File: config.mk
export PLATFORM = sky130hd
export DESIGN_NAME = lampfpu_fractdiv_iter
export DESIGN_NICKNAME = d
export VERILOG_FILES = /design/src/rtl/lampfpu_fractdiv_iter_pkg.sv /design/src/rtl/lampfpu_fractdiv_step.sv /design/src/rtl/lampfpu_fractdiv_iter.sv
export SDC_FILE = /design/constraint.sdc
export NUM_CORES = 1
export LEC_CHECK = 0
export CAP_MARGIN = 15
export CORE_AREA = 2 2 71 73
export DETAILED_ROUTE_END_ITERATION = 10
export DIE_AREA = 0 0 73 75
export GPL_ROUTABILITY_DRIVEN = 0
export PLACE_DENSITY = 0.83
export SLEW_MARGIN = 5
export SYNTH_ARGS = -nofsm -noshare
export SYNTH_HDL_FRONTEND = slang
export SYNTH_SLANG_ARGS = --single-unit
export TNS_END_PERCENT = 1
File: constraint.sdc
create_clock -name clk -period 4.9 [get_ports clk]
set_clock_uncertainty 0.05 [all_clocks]
set_input_delay 0.735 -clock clk [delete_from_list [all_inputs] [get_ports clk]]
set_output_delay 0.735 -clock clk [all_outputs]
set_load 0.05 [all_outputs]
File: src/rtl/lampfpu_fractdiv_iter_pkg.sv
// Shared constants and types for the bfloat16 fraction divider.
package lampfpu_fractdiv_iter_pkg;

  // Fraction width of bfloat16 (hidden bit not included).
  localparam int LAMP_FLOAT_F_DW = 7;

  // Number of quotient bits produced (one per clock).
  localparam int LAMP_FRACTDIV_ITER = 2 * (1 + LAMP_FLOAT_F_DW);

  // Divider control states.
  typedef enum logic {
    IDLE = 1'b0,
    BUSY = 1'b1
  } lampFractDivState_t;

endpackage

File: src/rtl/lampfpu_fractdiv_step.sv
// One radix-2 restoring division step: compare, conditionally subtract, shift.
module lampfpu_fractdiv_step #(
  parameter int PW = 10  // partial remainder width; divisor is PW-1 bits
) (
  input  logic [PW-1:0] i_p,
  input  logic [PW-2:0] i_d,
  output logic          o_q,
  output logic [PW-1:0] o_p_next
);

  logic [PW-1:0] w_d_ext;
  logic [PW-1:0] w_diff;

  // Quotient bit is set whenever the divisor fits; the difference is doubled for the next bit.
  always_comb begin
    w_d_ext  = {1'b0, i_d};
    o_q      = (i_p >= w_d_ext);
    w_diff   = o_q ? (i_p - w_d_ext) : i_p;
    o_p_next = w_diff << 1;
  end

endmodule

File: src/rtl/lampfpu_fractdiv_iter.sv
// Iterative radix-2 restoring fraction divider, one quotient bit per clock.
// Optional macro LAMP_FRACTDIV_STICKY_EN folds a nonzero final remainder into res_o[0].
module lampfpu_fractdiv_iter
  import lampfpu_fractdiv_iter_pkg::*;
#(
  parameter int MW = 1 + LAMP_FLOAT_F_DW
) (
  input  logic            clk,
  input  logic            rst,
  input  logic            doDiv_i,
  input  logic [MW-1:0]   n_i,
  input  logic [MW-1:0]   d_i,
  output logic [2*MW-1:0] res_o,
  output logic            valid_o,
  output logic            busy_o
);

  localparam int QW = 2 * MW;
  localparam int CW = $clog2(QW);
  localparam logic [CW-1:0] LAST_CNT = CW'(QW - 1);

  lampFractDivState_t r_state, w_state_next;

  logic [MW+1:0] r_p;
  logic [MW:0]   r_d;
  logic [QW-1:0] r_q;
  logic [CW-1:0] r_cnt;
  logic [QW-1:0] r_res;
  logic          r_valid;

  logic          w_load;
  logic          w_last;
  logic          w_q_bit;
  logic [MW+1:0] w_p_next;
  logic [QW-1:0] w_q_shift;
  logic [QW-1:0] w_res_final;

  lampfpu_fractdiv_step #(
    .PW (MW + 2)
  ) u_step (
    .i_p      (r_p),
    .i_d      (r_d),
    .o_q      (w_q_bit),
    .o_p_next (w_p_next)
  );

  // State register.
  always_ff @(posedge clk) begin
    if (rst) r_state <= IDLE;
    else     r_state <= w_state_next;
  end

  // Next-state logic; start pulses are only honoured in IDLE.
  always_comb begin
    w_state_next = r_state;
    w_load       = 1'b0;
    w_last       = 1'b0;
    case (r_state)
      IDLE: begin
        if (doDiv_i) begin
          w_load       = 1'b1;
          w_state_next = BUSY;
        end
      end
      BUSY: begin
        if (r_cnt == LAST_CNT) begin
          w_last       = 1'b1;
          w_state_next = IDLE;
        end
      end
      default: w_state_next = IDLE;
    endcase
  end

  // Shifted quotient including the bit produced this cycle, plus optional sticky fold.
  always_comb begin
    w_q_shift = {r_q[QW-2:0], w_q_bit};
`ifdef LAMP_FRACTDIV_STICKY_EN
    w_res_final = {w_q_shift[QW-1:1], w_q_shift[0] | (|w_p_next)};
`else
    w_res_final = w_q_shift;
`endif
  end

  // Datapath: operand load, per-cycle iteration and result capture.
  always_ff @(posedge clk) begin
    if (rst) begin
      r_p     <= '0;
      r_d     <= '0;
      r_q     <= '0;
      r_cnt   <= '0;
      r_res   <= '0;
      r_valid <= 1'b0;
    end else begin
      r_valid <= w_last;
      if (w_load) begin
        r_p   <= {2'b00, n_i};
        r_d   <= {d_i, 1'b0};
        r_q   <= '0;
        r_cnt <= '0;
      end else if (r_state == BUSY) begin
        r_p   <= w_p_next;
        r_q   <= w_q_shift;
        r_cnt <= r_cnt + 1'b1;
      end
      if (w_last) r_res <= w_res_final;
    end
  end

  assign res_o   = r_res;
  assign valid_o = r_valid;
  assign busy_o  = (r_state == BUSY);

endmodule
# == Yosys cells after proc, flatten, opt, wreduce, memory -nomap -nowiden ==
# Index checks and enable logic that the tools add are counted.
# totals
word_cells,24
output_inout_bits,18
in_bits,19
reg_bits,55
# op_classes
n_eq_ne,1
n_reduce_logical,2
bitwise_logic,1
order_cmp,1
add_sub_neg,2
mux,9
# op_table
op,count
2-to-1 mux 8 bit,2
>= comparator 10 x 9 -> 1 bit,1
2-to-1 mux 9 bit,1
subtractor 9 bit,1
2-to-1 mux 1 bit,5
"adder 4 x 1 -> 4 bit, second input constant",1
"equality test 4 bit, second input constant",1
one-hot mux 1 bit (2 select lines),1
nonzero test 2 bit,1
OR reduction 2 bit,1
NOT 1 bit,1

# == Logic depth before layout (Yosys ltp) ==
# Gate-level depths: netlist (run 1).
# depth
word_depth,4
depth_mapped,8
ltp_nobuf,8

# == Hierarchy ==
# From an unflattened synthesis (run 1), not the netlist that was laid out.
# unflattened
hier_cells,317
hier_area_um2,2788.9
# by_module_without_submodules
mod,instances,cells_per_inst,seq_area_each_um2,area_per_inst_um2
lampfpu_fractdiv_iter,1,229,1101.1,2104.5
lampfpu_fractdiv_step,1,88,0.0,684.4

# == Worst setup path before layout (run 1) ==
# OpenSTA, ideal clock, no wires.
# synth_timing
kind,flip-flop to flip-flop
start,register r_p[1]
end,register r_p[6]
required_ns,4.759
arrival_time_ns,1.815
n_path_buf,0
path_stages_with_launch,9
setup_time_ns,0.091
synth_period_minus_slack_ns,1.956
setup_slack_ns,2.944
cell_sequence,dfxtp_1 inv_1 ha_1 fa_1 or2b_1 a21oi_1 nor2_1 a211o_1 a311oi_1
# synth_between
elab_chain_len,4
elab_cells_between_ends,5
# synth_rtl
element,line_no,rtl
from (decl),lampfpu_fractdiv_iter.sv:24,logic [MW+1:0] r_p;
from (signal assigned),lampfpu_fractdiv_iter.sv:97,"r_p <= {2'b00, n_i};"
from (signal assigned),lampfpu_fractdiv_iter.sv:102,r_p <= w_p_next;
subtractor 9 bit / >= comparator 10 x 9 -> 1 bit (equally long branches),"lampfpu_fractdiv_step.sv:18, lampfpu_fractdiv_step.sv:17",
2-to-1 mux 9 bit *,lampfpu_fractdiv_step.sv:18,w_diff = o_q ? (i_p - w_d_ext) : i_p;
2-to-1 mux 8 bit *,lampfpu_fractdiv_iter.sv:101,end else if (r_state == BUSY) begin
2-to-1 mux 8 bit *,lampfpu_fractdiv_iter.sv:96,if (w_load) begin
# Every way passes the cells marked *; elsewhere a longest branch is shown, timed or not. The select of a mux whose other input is x is not followed.
# A chain may end at the register's enable or synchronous reset.

# == Worst setup path in the final report (run 1) ==
# layout_timing
start,register r_state (netlist: busy_o)
end,output port busy_o
# layout_lines
element,line_no,rtl
from (decl),lampfpu_fractdiv_iter.sv:22,"lampFractDivState_t r_state, w_state_next;"
from (signal assigned),lampfpu_fractdiv_iter.sv:50,else r_state <= w_state_next;
to (decl),lampfpu_fractdiv_iter.sv:15,output logic busy_o
# No word-level cell between the ends.

==> results by group, run 1 <==
Power
  – Total power: 0.000937 W
  – Reported leakage power: 1.09 nW
  – VDD IR max: 0.000202 V
  – Cell Pwr Density: 312 nW/um^2

Min path
  – Worst-case hold path end point: res_o[4]
  – Worst Hold Launch: res_o[4]
  – Hold depth: 2
  – Worst Hold Class: flip-flop to flip-flop

Setup path
  – Worst Path Buf+Inv: 2
  – Reg-to-reg startpoint: r_p[7]
  – FF-to-FF path depth: 5
  – Worst-path maximum fanout: 39
  – Worst path slowest cell: clkdlybuf4s50_1
  – Max incr delay on CP: 0.90 ns
  – Crit path DAT: 1.94 ns
  – Crit path required time: 4.12 ns
  – RR Endpoint: r_p[2]
  – Critical path launch point type: flip-flop
  – Kind of cell adding the most delay to the critical path: buffers and inverters
  – FF-to-FF setup slack: 2.61 ns
  – Setup CP Type: flip-flop to primary output
  – CP endpoint kind: primary output
  – Crit-path cells: buf_4, clkdlybuf4s50_1

Synth
  – Post-synthesis sequential area ratio: 43.5%
  – Ys flop type: dfxtp_1
  – Synth cell types: 44
  – Post-synth EDFFs: 0
  – Yosys warning count: 0
  – Cell taking the most area after synthesis: dfxtp_1
  – Mapped Nets: 324
  – Synth top area share: 43.5%
  – Synth cell count leaders: 55 x dfxtp_1, 53 x nand2_1, 33 x nor2_1
  – Post-synth ARST share: 0%
  – Synth Cell Area: 2530 sq um
  – Avg Cell Area, Syn: 8.58 sq um
  – Synth top area cells: dfxtp_1 44%, nand2_1 7.9%, mux2i_1 7.1%
  – Synth Instances: 295
  – Cell with the most instances after synthesis: dfxtp_1
  – Yosys reg bits: 55

STA
  – Fin crit share: 55.6%
  – Slew margin rel.: 29.4%
  – Final Hold Violating Endpoints: 0
  – Max-slew violation count: 0
  – Setup Viol. Count Final: 0
  – Worst-case hold slack: 0.413 ns
  – Max Fclk: 367 MHz
  – Post-route minimum period: 2.72 ns
  – RSZ-0062 raised after global routing: no
  – Setup TNS: 0 ns
  – Slew @ Worst Pin: 1.06 ns

Final layout
  – # diodes: 0
  – Area Overhead vs Synth: 18.7%
  – Layout cells sized above 1: 5.81%
  – Nets: 355
  – # fillers: 403
  – Final std cells w/o fill: 381
  – Final instance area: 3000 sq um

Run status
  – Status: finished clean

Clocking
  – CTS Buffer Depth: 2
  – CTS root buf: clkbuf_8
  – Post-CTS Hold Buffers: 0
  – Clock Sinks: 55
  – TritonCTS buffer count: 5
  – H-tree depth: 2
  – TritonCTS clock tree: yes
  – Clock-pin transition on the worst setup and hold timing paths: 0.09 ns
  – Worst-Skew Late Latency: 0.31 ns
  – CTS resizes: 0
  – Post-CTS Setup Inserts: 0

GRT
  – Grt ovf: 0
  – Pin count of the biggest net entering global routing: 40
  – Global-route wire length before repair: 8690 um
  – GRT Total Usage: 20.6%
  – Vias in the first global route: 1,922
  – Initial antenna violation count: 0

Die
  – Core area: 4660 sq um
  – Vert. Die Dim: 75 um
  – Die Wd: 73 um
  – Initial Util: 54.3%
  – I/O pins: 37
  – Row count: 25
  – Full die area: 5480 sq um

Flow run
  – Max-cap violation count: 0

Routing
  – Avg Vias per Cell: 5.53
  – Met3 WL post-DR: 227 um
  – Final WL: 5230 um
  – ANT nets after route: 0
  – Number of remaining DRC errors: 0
  – Initial DRC Count: 103
  – First-pass DRT Iterations: 4
  – Routed length per instance: 13.7 um
  – Met2 wire length: 2550 um
  – Routed vias: 2,106
  – Uppermost layer routed: met4
  – Met1 wire length: 2350 um

Placement
  – Dpl cell area: 2910 sq um
  – Cell Count Post-Placement: 373
  – Port bufs: 36
  – Placed wire-length estimate: 3770 um
## state kept, by name, summed over array words and instances (netlist names)
signal and flops:
r_q 15, res_o 16, busy_o 1, r_d 8, r_cnt 4, r_p 10, valid_o 1
## power by group
part | switching (W) | internal, W | leakage [nW]
combinational | 0.000125 | 0.0000927 | 0.605
clock | 0.000149 | 0.0000997 | 0.0402
sequential | 0.0000107 | 0.000461 | 0.447
total | 0.000284 | 0.000653 | 1.09
## layout make-up
class / instances / area, sq um / share of cell area (%)
sequential: 55 / 1100 / 36.7
inverter: 12 / 45.0 / 1.50
clock inverter: 3 / 20.0 / 0.667
multi-input combinational: 214 / 1330 / 44.1
tap: 54 / 67.6 / 2.25
timing repair buffer: 38 / 375 / 12.5
clock buffer: 5 / 68.8 / 2.29
## logic make-up (layout without fill, tap and decap cells)
family	count (synthesis)	in the layout	share of synthesized area, %
fa+ha+maj	10	10	5.24
xor+xnor	5	5	1.73
flops	55	55	43.5
simple gates	111	111	19.4
mux	19	19	7.57
buf+inv	26	58	4.10
compound gates	69	69	18.4
## per-stage QoR
step                      util, %  worst slack (ns)
after CTS                    64.4              2.17
after global placement       62.5              2.06
final                        64.4              2.18
after detailed placement     62.5              1.99
after global routing         64.4              2.10
after floorplan                 -              2.94
## worst max path at each step
stage / from / end / slack, ns / cells past startpoint
2_1_floorplan: r_p[1] / r_p[6] / 2.94 / 8
3_3_place_gp: doDiv_i / r_q[0] / 2.06 / 4
3_5_place_dp: doDiv_i / r_q[0] / 1.99 / 4
4_1_cts: busy_o / busy_o / 2.17 / 2
5_1_grt: busy_o / busy_o / 2.10 / 2
6_report: busy_o / busy_o / 2.18 / 2
## per-layer routing
metal / vias up / track usage, %
li1: 1081 / -
met1: 974 / 25.3
met2: 41 / 34.9
met3: 10 / 4.55
met4: 0 / 9.05
met5: - / 0
## tightest hold or removal path: cells and delay by family, from the launching register on
kind	cells	cell delay [ns]
and+or+nand+nor	1	0.05
AOI/OAI and AO/OA	1	0.05
DFF	1	0.32
## cells in the final DEF (no fill, tap or decap), drive strengths merged, types with 3 or more instances in the layout
cell,netlist,layout
a31oi,3,3
xor2,3,3
nor2,33,33
a211oi,8,8
inv,12,12
mux2i,18,18
ha,9,9
nor3,4,4
o21ai,9,9
a211o,3,3
a311oi,4,4
dfxtp,55,55
a21oi,29,29
clkbuf,6,5
nor2b,5,5
nand3,4,4
clkdlybuf4s50,0,36
nand2,53,53
No activity file was read; power rests on OpenSTA's default activity.
==> run 2: changes to the inputs <==
--- a/config.mk
+++ b/config.mk
@@ -6,11 +6,11 @@
 export NUM_CORES = 1
 export LEC_CHECK = 0
 export CAP_MARGIN = 15
-export CORE_AREA = 2 2 71 73
+export CORE_AREA = 2 2 72 74
 export DETAILED_ROUTE_END_ITERATION = 10
-export DIE_AREA = 0 0 73 75
+export DIE_AREA = 0 0 74 76
 export GPL_ROUTABILITY_DRIVEN = 0
-export PLACE_DENSITY = 0.83
+export PLACE_DENSITY = 0.81
 export SLEW_MARGIN = 5
 export SYNTH_ARGS = -nofsm -noshare
 export SYNTH_HDL_FRONTEND = slang
==> constraint.sdc (replaced) <==
create_clock -name clk -period 2.59 [get_ports clk]
set_clock_uncertainty 0.05 [all_clocks]
set_input_delay 0.3885 -clock clk [delete_from_list [all_inputs] [get_ports clk]]
set_output_delay 0.3885 -clock clk [all_outputs]
set_load 0.05 [all_outputs]
==> results by group, run 2 (synthesized netlist as in run 1, its figures left out) <==
Clocking
  – Clock-pin transition on the worst setup and hold timing paths: 0.10 ns
  – Post-CTS Hold Buffers: 0
  – H-tree depth: 2
  – CTS root buf: clkbuf_8
  – TritonCTS clock tree: yes
  – Worst-Skew Late Latency: 0.30 ns
  – Clock Sinks: 55
  – TritonCTS buffer count: 5
  – Post-CTS Setup Inserts: 0
  – CTS Buffer Depth: 2
  – CTS resizes: 0

Final layout
  – Nets: 362
  – Area Overhead vs Synth: 23.7%
  – Leading cell type in the layout, fill and taps excluded: dfxtp_1
  – # diodes: 0
  – Max reg flops: 16
  – Layout cells sized above 1: 7.78%
  – Final Core Density: 63.7%
  – Most frequent cells in the layout: 55 x dfxtp_1, 53 x nand2_1, 35 x clkdlybuf4s50_1, 33 x nor2_1, 29 x a21oi_1
  – # fillers: 435

STA
  – Slew @ Worst Pin: 0.562 ns
  – Post-route minimum period: 2.11 ns
  – Max-slew violation count: 0
  – Fin crit share: 81.5%
  – Slew margin rel.: 62.5%
  – Final Hold Violating Endpoints: 0
  – Setup Viol. Count Final: 0
  – Max Fclk: 474 MHz
  – Setup TNS: 0 ns
  – RSZ-0062 raised after global routing: no

Placement
  – Placed wire-length estimate: 3950 um
  – Port bufs: 36

GRT
  – Pin count of the biggest net entering global routing: 30
  – Top Usage Layer GRT: met2
  – Global-route wire length before repair: 9110 um
  – Grt ovf: 0
  – Vias in the first global route: 2,090
  – GRT Total Usage: 20.3%
  – Met3 usage: 4.89%
  – Met1 Use GR: 25.5%
  – Initial antenna violation count: 0
  – Met2 Use GR: 33.6%

Routing
  – Avg Vias per Cell: 5.37
  – First-pass DRT Iterations: 4
  – Initial DRC Count: 119
  – ANT nets after route: 0
  – Number of remaining DRC errors: 0
  – Final WL: 5480 um
  – Routed vias: 2,171
  – Routed length per instance: 13.6 um

Setup path
  – Worst path slowest cell: dfxtp_1
  – Crit path required time: 2.74 ns
  – CP endpoint kind: flip-flop
  – Max incr delay on CP: 0.38 ns
  – Crit path DAT: 2.26 ns
  – Setup CP Type: flip-flop to flip-flop
  – Worst-path maximum fanout: 6
  – Critical path launch point type: flip-flop
  – Crit-path cells: inv_1, ha_1, nand2b_1, a211oi_4, o21a_1, nor2_1, a221o_1

Power
  – Reported leakage power: 1.16 nW
  – Clk pwr share: 33.1%
  – Switching power: 0.000536 W
  – Sequential power share: 45.3%
  – Sw Ratio: 27.0%
  – Internal power: 0.00145 W
  – VDD IR max: 0.000322 V
  – Logic pwr share: 21.6%
  – Cell Pwr Density: 633 nW/um^2
  – Total power: 0.00198 W

Die
  – I/O pins: 37
  – Full die area: 5620 sq um
  – Initial Util: 51.5%
  – Die Wd: 74 um
  – Core area: 4910 sq um
  – Row count: 26
  – Vert. Die Dim: 76 um

Min path
  – Worst Hold Class: flip-flop to flip-flop

Run status
  – Status: finished clean

Flow run
  – Max-cap violation count: 0
run 2: cell type report:
class                   instances  area, sq um  area share (%)
clock buffers                   6         72.6            2.32
multi-input cells             214         1330            42.3
inverters                      12         45.0            1.44
clock inverters                 2         60.1            1.92
flip-flops and latches         55         1100            35.2
well taps                      70         87.6            2.80
repair buffers                 45          438            14.0
run 2: power groups by stage:
stage / Clock [W] / Sequential [W] / Combinational, W
global route: 0.000708 / 0.000902 / 0.000467
global placement: 0 / 0.000916 / 0.000411
CTS: 0.000677 / 0.000897 / 0.000426
finish: 0.000656 / 0.000898 / 0.000429
floorplan: 0 / 0.000909 / 0.000312
detailed placement: 0 / 0.000917 / 0.000424
run 2: worst paths after layout:
kind	start	endpoint	slack, ns	cells after the start
hold reg to reg	res_o[15]	res_o[15]	0.41	2
setup / recovery	r_d[2]	r_p[3]	0.48	7
hold / removal	res_o[15]	res_o[15]	0.41	2
setup reg to reg	r_d[2]	r_p[3]	0.48	7
run 2: metrics by stage:
stage | hold slack (ns) | std cells | area, sq um | worst slack (ns)
floorplan | 0.381 | 295 | 2530 | 0.634
detailed placement | 0.398 | 396 | 3000 | 0.503
CTS | 0.412 | 404 | 3130 | 0.490
global route | 0.430 | 404 | 3130 | 0.285
finish | 0.407 | 404 | 3130 | 0.479
global placement | 0.395 | 396 | 3000 | 0.557
run 2: per-layer routing:
| metal | routed length [um] | vias to the layer above |
|---|---|---|
| met2 | 2690 | 42 |
| li1 | - | 1099 |
| met1 | 2480 | 1022 |
| met3 | 226 | 8 |
| met5 | 0 | - |
| met4 | 79 | 0 |
run 2: critical path, delay by kind of cell (launching register included):
kind | cells | cell delay [ns]
fa+ha+maj | 1 | 0.29
flops | 1 | 0.38
simple gates | 2 | 0.24
buf+inv | 1 | 0.06
compound gates | 3 | 0.99
